$ cat src/rtl/fetch_bpu_pkg.sv
// fetch_bpu_pkg: types and constants shared by the fetch stage and its BTB.
//   fetch_state_t : fetch sequencer states
//   btb_entry_t   : one BTB entry (valid, tag, target, 2-bit bimodal counter)
//   WEAKLY_NT / WEAKLY_T : counter values used at reset and on allocation
//   cnt_update()  : saturating bimodal counter step
// Tag and target fields are sized for the widest supported address
// (MAX_ADDR_W); narrower configurations zero-extend into them.
package fetch_bpu_pkg;

    localparam int MAX_ADDR_W = 32;

    localparam logic [1:0] WEAKLY_NT = 2'b01;
    localparam logic [1:0] WEAKLY_T  = 2'b10;

    typedef enum logic [1:0] {
        FETCH = 2'd0,
        HOLD  = 2'd1,
        DROP  = 2'd2
    } fetch_state_t;

    typedef struct packed {
        logic                  valid;
        logic [MAX_ADDR_W-1:0] tag;
        logic [MAX_ADDR_W-1:0] target;
        logic [1:0]            cnt;
    } btb_entry_t;

    // Saturating counter: moves toward 3 on taken, toward 0 on not-taken.
    function automatic logic [1:0] cnt_update(input logic [1:0] cnt, input logic taken);
        logic [1:0] result;
        result = cnt;
        if (taken && cnt != 2'b11) begin
            result = cnt + 2'b01;
        end else if (!taken && cnt != 2'b00) begin
            result = cnt - 2'b01;
        end
        return result;
    endfunction

endpackage

$ cat src/rtl/bpu_btb.sv
// bpu_btb: direct-mapped branch target buffer with 2-bit bimodal counters.
//   clk, rst          : clock, asynchronous active-high reset
//   lookup_addr       : address being fetched
//   lookup_taken      : entry hits and its counter predicts taken
//   lookup_next       : predicted next PC (stored target, or addr+4)
//   upd_valid/pc/taken/target : resolved-branch training port
// Lookups are combinational on the current array contents, so a lookup in
// the same cycle as an update to the same index sees the old entry.
module bpu_btb
    import fetch_bpu_pkg::*;
#(
    parameter int ADDR_W      = 32,
    parameter int BTB_ENTRIES = 16
) (
    input  logic              clk,
    input  logic              rst,
    input  logic [ADDR_W-1:0] lookup_addr,
    output logic              lookup_taken,
    output logic [ADDR_W-1:0] lookup_next,
    input  logic              upd_valid,
    input  logic [ADDR_W-1:0] upd_pc,
    input  logic              upd_taken,
    input  logic [ADDR_W-1:0] upd_target
);

    localparam int IDX_W = $clog2(BTB_ENTRIES);
    localparam int TAG_W = ADDR_W - IDX_W - 2;

    btb_entry_t entries [BTB_ENTRIES];

    logic [IDX_W-1:0] lk_idx;
    logic [TAG_W-1:0] lk_tag;
    btb_entry_t       lk_entry;
    logic             lk_hit;

    logic [IDX_W-1:0] up_idx;
    logic [TAG_W-1:0] up_tag;
    btb_entry_t       up_entry;
    logic             up_hit;

    // Byte-offset bits are always zero for word-aligned PCs.
    logic unused_offset_bits;
    assign unused_offset_bits = ^{lookup_addr[1:0], upd_pc[1:0]};

    assign lk_idx   = lookup_addr[IDX_W+1:2];
    assign lk_tag   = lookup_addr[ADDR_W-1:IDX_W+2];
    assign lk_entry = entries[lk_idx];
    assign lk_hit   = lk_entry.valid && (lk_entry.tag == MAX_ADDR_W'(lk_tag));

    assign lookup_taken = lk_hit && lk_entry.cnt[1];
    assign lookup_next  = lookup_taken ? lk_entry.target[ADDR_W-1:0]
                                       : lookup_addr + ADDR_W'(4);

    assign up_idx   = upd_pc[IDX_W+1:2];
    assign up_tag   = upd_pc[ADDR_W-1:IDX_W+2];
    assign up_entry = entries[up_idx];
    assign up_hit   = up_entry.valid && (up_entry.tag == MAX_ADDR_W'(up_tag));

    // NOTE: the entry array is built from flops rather than a RAM macro because
    // every valid bit and counter must clear on reset; a RAM cannot do that.
    always_ff @(posedge clk or posedge rst) begin
        if (rst) begin
            for (int i = 0; i < BTB_ENTRIES; i++) begin
                entries[i] <= '{valid: 1'b0, tag: '0, target: '0, cnt: WEAKLY_NT};
            end
        end else if (upd_valid) begin
            if (up_hit) begin
                entries[up_idx].cnt <= cnt_update(up_entry.cnt, upd_taken);
                if (upd_taken) begin
                    entries[up_idx].target <= MAX_ADDR_W'(upd_target);
                end
            end else if (upd_taken) begin
                // Miss on a taken branch: claim the slot, evicting any alias.
                entries[up_idx] <= '{valid:  1'b1,
                                     tag:    MAX_ADDR_W'(up_tag),
                                     target: MAX_ADDR_W'(upd_target),
                                     cnt:    WEAKLY_T};
            end
        end
    end

endmodule

$ cat src/rtl/fetch_bpu.sv
// fetch_bpu: single-issue fetch stage with BTB prediction.
//   CLK, RST            : clock, asynchronous active-high reset
//   imem_req/addr       : held fetch request to instruction memory
//   imem_ready/rdata    : memory response, completes the request
//   out_valid/ready     : valid/ready handshake to decode
//   out_instr/pc        : fetched instruction and its PC
//   out_pred_taken/target : BTB prediction made for out_pc
//   ex_update_*         : resolved-branch training for the BTB
//   ex_mispredict, ex_redirect_pc : flush and restart fetch
// 'pc' is the architectural next-fetch PC; 'req_addr' is what is on the bus.
// They differ only in DROP, where a request issued before a redirect must
// finish at its original address before the redirect PC can go out.
module fetch_bpu
    import fetch_bpu_pkg::*;
#(
    parameter int                ADDR_W      = 32,
    parameter int                INSTR_W     = 32,
    parameter int                BTB_ENTRIES = 16,
    parameter logic [ADDR_W-1:0] RESET_PC    = '0
) (
    input  logic               CLK,
    input  logic               RST,
    output logic               imem_req,
    output logic [ADDR_W-1:0]  imem_addr,
    input  logic               imem_ready,
    input  logic [INSTR_W-1:0] imem_rdata,
    output logic               out_valid,
    input  logic               out_ready,
    output logic [INSTR_W-1:0] out_instr,
    output logic [ADDR_W-1:0]  out_pc,
    output logic               out_pred_taken,
    output logic [ADDR_W-1:0]  out_pred_target,
    input  logic               ex_update_valid,
    input  logic [ADDR_W-1:0]  ex_update_pc,
    input  logic               ex_update_taken,
    input  logic [ADDR_W-1:0]  ex_update_target,
    input  logic               ex_mispredict,
    input  logic [ADDR_W-1:0]  ex_redirect_pc
);

    fetch_state_t       state, state_d;
    logic [ADDR_W-1:0]  pc, pc_d;
    logic [ADDR_W-1:0]  req_addr, req_addr_d;
    logic               valid_d;
    logic [INSTR_W-1:0] instr_d;
    logic [ADDR_W-1:0]  opc_d;
    logic               ptaken_d;
    logic [ADDR_W-1:0]  ptarget_d;

    logic               pred_taken;
    logic [ADDR_W-1:0]  pred_next;

    bpu_btb #(
        .ADDR_W      (ADDR_W),
        .BTB_ENTRIES (BTB_ENTRIES)
    ) u_btb (
        .clk          (CLK),
        .rst          (RST),
        .lookup_addr  (req_addr),
        .lookup_taken (pred_taken),
        .lookup_next  (pred_next),
        .upd_valid    (ex_update_valid),
        .upd_pc       (ex_update_pc),
        .upd_taken    (ex_update_taken),
        .upd_target   (ex_update_target)
    );

    // Gated by RST so no request is visible while reset is held.
    assign imem_req  = !RST && (state != HOLD);
    assign imem_addr = req_addr;

    // NOTE: every signal assigned here gets its default first, so no path
    // through the case can leave one unassigned and infer a latch.
    always_comb begin
        state_d    = state;
        pc_d       = pc;
        req_addr_d = req_addr;
        valid_d    = out_valid;
        instr_d    = out_instr;
        opc_d      = out_pc;
        ptaken_d   = out_pred_taken;
        ptarget_d  = out_pred_target;

        unique case (state)
            FETCH: begin
                if (ex_mispredict) begin
                    pc_d    = ex_redirect_pc;
                    valid_d = 1'b0;
                    if (imem_ready) begin
                        req_addr_d = ex_redirect_pc;
                    end else begin
                        state_d = DROP;
                    end
                end else if (imem_ready) begin
                    instr_d    = imem_rdata;
                    opc_d      = req_addr;
                    ptaken_d   = pred_taken;
                    ptarget_d  = pred_next;
                    valid_d    = 1'b1;
                    pc_d       = pred_next;
                    req_addr_d = pred_next;
                    state_d    = HOLD;
                end
            end
            HOLD: begin
                if (ex_mispredict) begin
                    pc_d       = ex_redirect_pc;
                    req_addr_d = ex_redirect_pc;
                    valid_d    = 1'b0;
                    state_d    = FETCH;
                end else if (out_ready) begin
                    valid_d = 1'b0;
                    state_d = FETCH;
                end
            end
            DROP: begin
                if (ex_mispredict) begin
                    pc_d    = ex_redirect_pc;
                    valid_d = 1'b0;
                    if (imem_ready) begin
                        req_addr_d = ex_redirect_pc;
                        state_d    = FETCH;
                    end
                end else if (imem_ready) begin
                    req_addr_d = pc;
                    state_d    = FETCH;
                end
            end
            default: begin
                state_d = FETCH;
            end
        endcase
    end

    // NOTE: state registers use non-blocking assignments so every flop samples
    // the pre-edge values regardless of statement order.
    always_ff @(posedge CLK or posedge RST) begin
        if (RST) begin
            state           <= FETCH;
            pc              <= RESET_PC;
            req_addr        <= RESET_PC;
            out_valid       <= 1'b0;
            out_instr       <= '0;
            out_pc          <= '0;
            out_pred_taken  <= 1'b0;
            out_pred_target <= '0;
        end else begin
            state           <= state_d;
            pc              <= pc_d;
            req_addr        <= req_addr_d;
            out_valid       <= valid_d;
            out_instr       <= instr_d;
            out_pc          <= opc_d;
            out_pred_taken  <= ptaken_d;
            out_pred_target <= ptarget_d;
        end
    end

endmodule

$ cat config.mk
export PLATFORM = sky130hd
export DESIGN_NAME = fetch_bpu
export DESIGN_NICKNAME = d
export VERILOG_FILES = /design/src/rtl/fetch_bpu_pkg.sv /design/src/rtl/bpu_btb.sv /design/src/rtl/fetch_bpu.sv
export SDC_FILE = /design/constraint.sdc
export NUM_CORES = 2
export LEC_CHECK = 0
export ABC_CLOCK_PERIOD_IN_PS = 37500
export CORE_AREA = 2 2 327 329
export CTS_CLUSTER_DIAMETER = 60
export DETAILED_ROUTE_END_ITERATION = 12
export DIE_AREA = 0 0 329 331
export PLACE_DENSITY = 0.85
export SLEW_MARGIN = 0
export SYNTH_ARGS = -nofsm -noshare
export SYNTH_HDL_FRONTEND = slang
export SYNTH_SLANG_ARGS = --single-unit
$ cat constraint.sdc
create_clock -name CLK -period 37.5 [get_ports CLK]
set_clock_uncertainty 0.15 [all_clocks]
set_input_delay 7.5 -clock CLK [delete_from_list [all_inputs] [get_ports CLK]]
set_output_delay 7.5 -clock CLK [all_outputs]
set_load 0.05 [all_outputs]
==> flow_summary_export.csv <==
group,metric,value,unit
cells_and_area,multi_input_area,27300,um2
timing,final-max-slew-violation-count,0,
setup_path,critical_path.endpoint_type,"output pin",
synth,mappedNetlistArea,57500,um2
routing,drcViolationCount,0,
setup_path,worst_path_max_delay_cell,"sky130_fd_sc_hd__clkdlybuf4s50_1",
setup_path,critPathTopFamily,"buffers and inverters",
cells_and_area,ff_latch_area,28600,um2
power_and_ir_drop,power.density,71.5,nW/um2
global_route,grt_antenna_before_repair,21,
power_and_ir_drop,static_leakage,0.0276,uW
timing,hold_slack_final,0.332,ns
global_route,pin_count_of_the_biggest_net_entering_global_routing,179,
timing,period_utilization,0.441,
synth,synth_enable_flop_cells,0,
floorplan,die_y,331,um
routing,drtPass1Iterations,5,
synth,synth_top_area_share,0.489,
floorplan,row_count,119,
setup_path,r2r_setup_slk,30.60,ns
routing,wl,165,mm
min_path,worstHoldPathType,"flip-flop to flip-flop",
routing,drtIter0Drc,4530,
setup_path,timing.rr.end,"pc[5]",
timing,final-hold-violation-count,0,
setup_path,crit_path_start,"RST",
place,dp.final_hpwl,97.1,mm
global_route,grt.total_usage,0.302,
setup_path,rr_startpoint,"imem_addr[4]",
synth,asyncSetResetFlopFracSynth,1.00,
clock_tree,post-cts-setup-buffer-count,0,
synth,ys.warnings.count,0,
floorplan,fp.dieW,329,um
setup_path,cpMostUsedCell,"sky130_fd_sc_hd__clkdlybuf4s50_1",
setup_path,path_depth,3,
timing,report.final.setup_viol,0,
floorplan,die_area,109000,um2
clock_tree,cts.clk_slew.worst_paths,0.06,ns
timing,unrepaired_setup_endpoints_after_global_routing,"false",
floorplan,initial_utilization,0.548,
synth,synthDistinctLibCells,69,
timing,timing.setup.tns,0,ns
cells_and_area,nets,4197,
outcome,run_status,"finished clean",
setup_path,setup.worst_path.class,"primary input to output pin",
timing,finalCriticalPeriod,16.55,ns
routing,post_drt_wl_per_cell,29.7,um
global_route,grt_pass1_wl,247,mm
flow_run,maxCapViolations,0,
place,finalWeightedCongestion,0.892,
setup_path,critical_path_startpoint_category,"primary input",
synth,yosys.cell_count.top_type,"sky130_fd_sc_hd__dfrtp_1",
setup_path,cp_slowest_stage_delay,0.82,ns
cells_and_area,area_growth,12.8,%
setup_path,setup.worst_path.end,"imem_req",
synth,synthesized_instance_count,3956,
clock_tree,cts_root_buffer_type,"sky130_fd_sc_hd__clkbuf_16",
synth,syn-num-nets,4098,
clock_tree,clock-sinks,1140,
clock_tree,postCtsResizedCells,0,
clock_tree,cts_tree,"done",
timing,timing.fmax,60.4,MHz
synth,synth_top_cell_by_area,"sky130_fd_sc_hd__dfrtp_1",
clock_tree,number_of_clock_buffers_inserted_by_tritoncts,112,
routing,avgViaCountPerCell,6.76,
cells_and_area,fill_cells,7398,
setup_path,crit_arrival,8.90,ns
routing,final_antenna_net_count,0,
synth,synth_sequential_area_ratio,0.496,
synth,synth-seq-cells,1140,
power_and_ir_drop,ir_worst_vdd,0.0602,mV
synth,synthesis.area_per_instance,14.5,um2
clock_tree,cts_hold_repair.buffers,0,
clock_tree,h-tree-depth,3,
timing,timing_worst_slew_pin_value,1.31,ns
routing,via_count,37500,
floorplan,floorplan.io_pins,266,
timing,relSlewSlack,0.123,
clock_tree,clockBufferDepth,3,
synth,synth_ff_type,"sky130_fd_sc_hd__dfrtp_1",
cells_and_area,layout_cells_sized_above_1,0.414,
global_route,grt-ovfl-total,0,
setup_path,critical_path.max_fanout,2,
synth,most_instantiated_cells_after_synthesis,"1124 x sky130_fd_sc_hd__dfrtp_1, 848 x sky130_fd_sc_hd__mux2_2, 366 x sky130_fd_sc_hd__mux4_2, 200 x sky130_fd_sc_hd__clkbuf_1, 152 x sky130_fd_sc_hd__mux2_4",
synth,ys_top_cells_by_area,"sky130_fd_sc_hd__dfrtp_1 49%, sky130_fd_sc_hd__mux2_2 17%, sky130_fd_sc_hd__mux4_2 14%, sky130_fd_sc_hd__mux2_4 4.0%, sky130_fd_sc_hd__mux2i_1 2.3%",
place,port_buffers,263,
setup_path,worstPathRequired,29.85,ns
setup_path,critPathBufInv,2,
floorplan,design.core.area,105000,um2
setup_path,worst_r2r_path_depth,12,
global_route,grt_pass1_vias,38800,
setup_path,path_cells,"clkdlybuf4s50_1 -> nor2_1 -> clkdlybuf4s50_1",
clock_tree,clock_latency_on_the_worst_skew_pair,0.71,ns
worst min-delay path by stage:
stage / startpoint / end / depth (start not counted)
after floorplan: u_btb.entries[267] / u_btb.entries[267] / 1
after global placement: out_pc[2] / out_pc[2] / 2
after detailed placement: out_pc[28] / out_pc[28] / 2
after CTS: out_pred_target[15] / out_pred_target[15] / 2
after global routing: out_pred_target[9] / out_pred_target[9] / 2
final: out_pred_target[15] / out_pred_target[15] / 2
logic make-up (layout without fill, tap and decap cells):
group	after synthesis	count (layout)	synth area share
muxes	1500	1500	0.372
and+or+nand+nor	423	423	0.0372
other	0	14	0
adders and majority gates	7	7	0.00152
buffers and inverters	384	573	0.0319
DFF	1140	1140	0.496
xor gates and xnor gates	88	88	0.0134
AOI/OAI and AO/OA	414	414	0.0474
power breakdown:
group	internal (uW)	total (uW)	switching, uW
clock	698	1190	492
sequential	1510	1750	244
combinational	771	1700	927
total	2980	4640	1660
metal layers:
metal	track usage	wire, um
met5	0	110
met4	0.141	7700
met3	0.0794	16700
met2	0.468	77700
met1	0.400	62500
sequential cells by signal, summed over array words and instances (netlist names):
register / flops
out_valid: 1
u_btb.entries: 976
out_instr: 32
state: 2
imem_addr: 32
out_pred_taken: 1
pc: 32
out_pc: 32
out_pred_target: 32
tightest hold or removal path, stage by stage, from the launching register on:
cell and delay [ns]:
sky130_fd_sc_hd__dfrtp_1 0.34, sky130_fd_sc_hd__nand2_1 0.05, sky130_fd_sc_hd__o21ai_0 0.06
cell type report:
cell class,instances,share of cell area
clock buffers,159,0.0506
repair buffers,343,0.0503
flip-flops and latches,1140,0.440
multi-input cells,2432,0.421
clock inverters,45,0.00927
inverters,26,0.00158
diodes,14,0.000540
well taps,1391,0.0268
per-stage QoR:
step	cell area (um2)	total power [uW]	instances	util	setup slack (ns)
2_1_floorplan	57500	2890	3956	-	14.13
6_report	64900	4640	5550	0.618	20.95
3_3_place_gp	61000	3360	5332	0.581	20.99
3_5_place_dp	61000	3420	5332	0.581	20.95
4_1_cts	64900	4620	5536	0.618	20.94
5_1_grt	64900	4800	5547	0.618	20.91
placed cells by master (no fill, tap or decap), types with 38 or more instances in the layout:
master	netlist	final
sky130_fd_sc_hd__a21oi_1	84	84
sky130_fd_sc_hd__a22o_1	42	42
sky130_fd_sc_hd__a22oi_1	58	58
sky130_fd_sc_hd__and3_1	39	38
sky130_fd_sc_hd__buf_4	26	79
sky130_fd_sc_hd__clkbuf_16	0	115
sky130_fd_sc_hd__clkdlybuf4s50_1	0	259
sky130_fd_sc_hd__dfrtp_1	1124	1120
sky130_fd_sc_hd__mux2_2	848	848
sky130_fd_sc_hd__mux2_4	152	152
sky130_fd_sc_hd__mux2i_1	134	134
sky130_fd_sc_hd__mux4_2	366	366
sky130_fd_sc_hd__nand2_1	129	123
sky130_fd_sc_hd__nor2_1	93	82
sky130_fd_sc_hd__o21ai_0	108	108
sky130_fd_sc_hd__xnor2_1	67	67
Power figures use the tool's default switching activity.
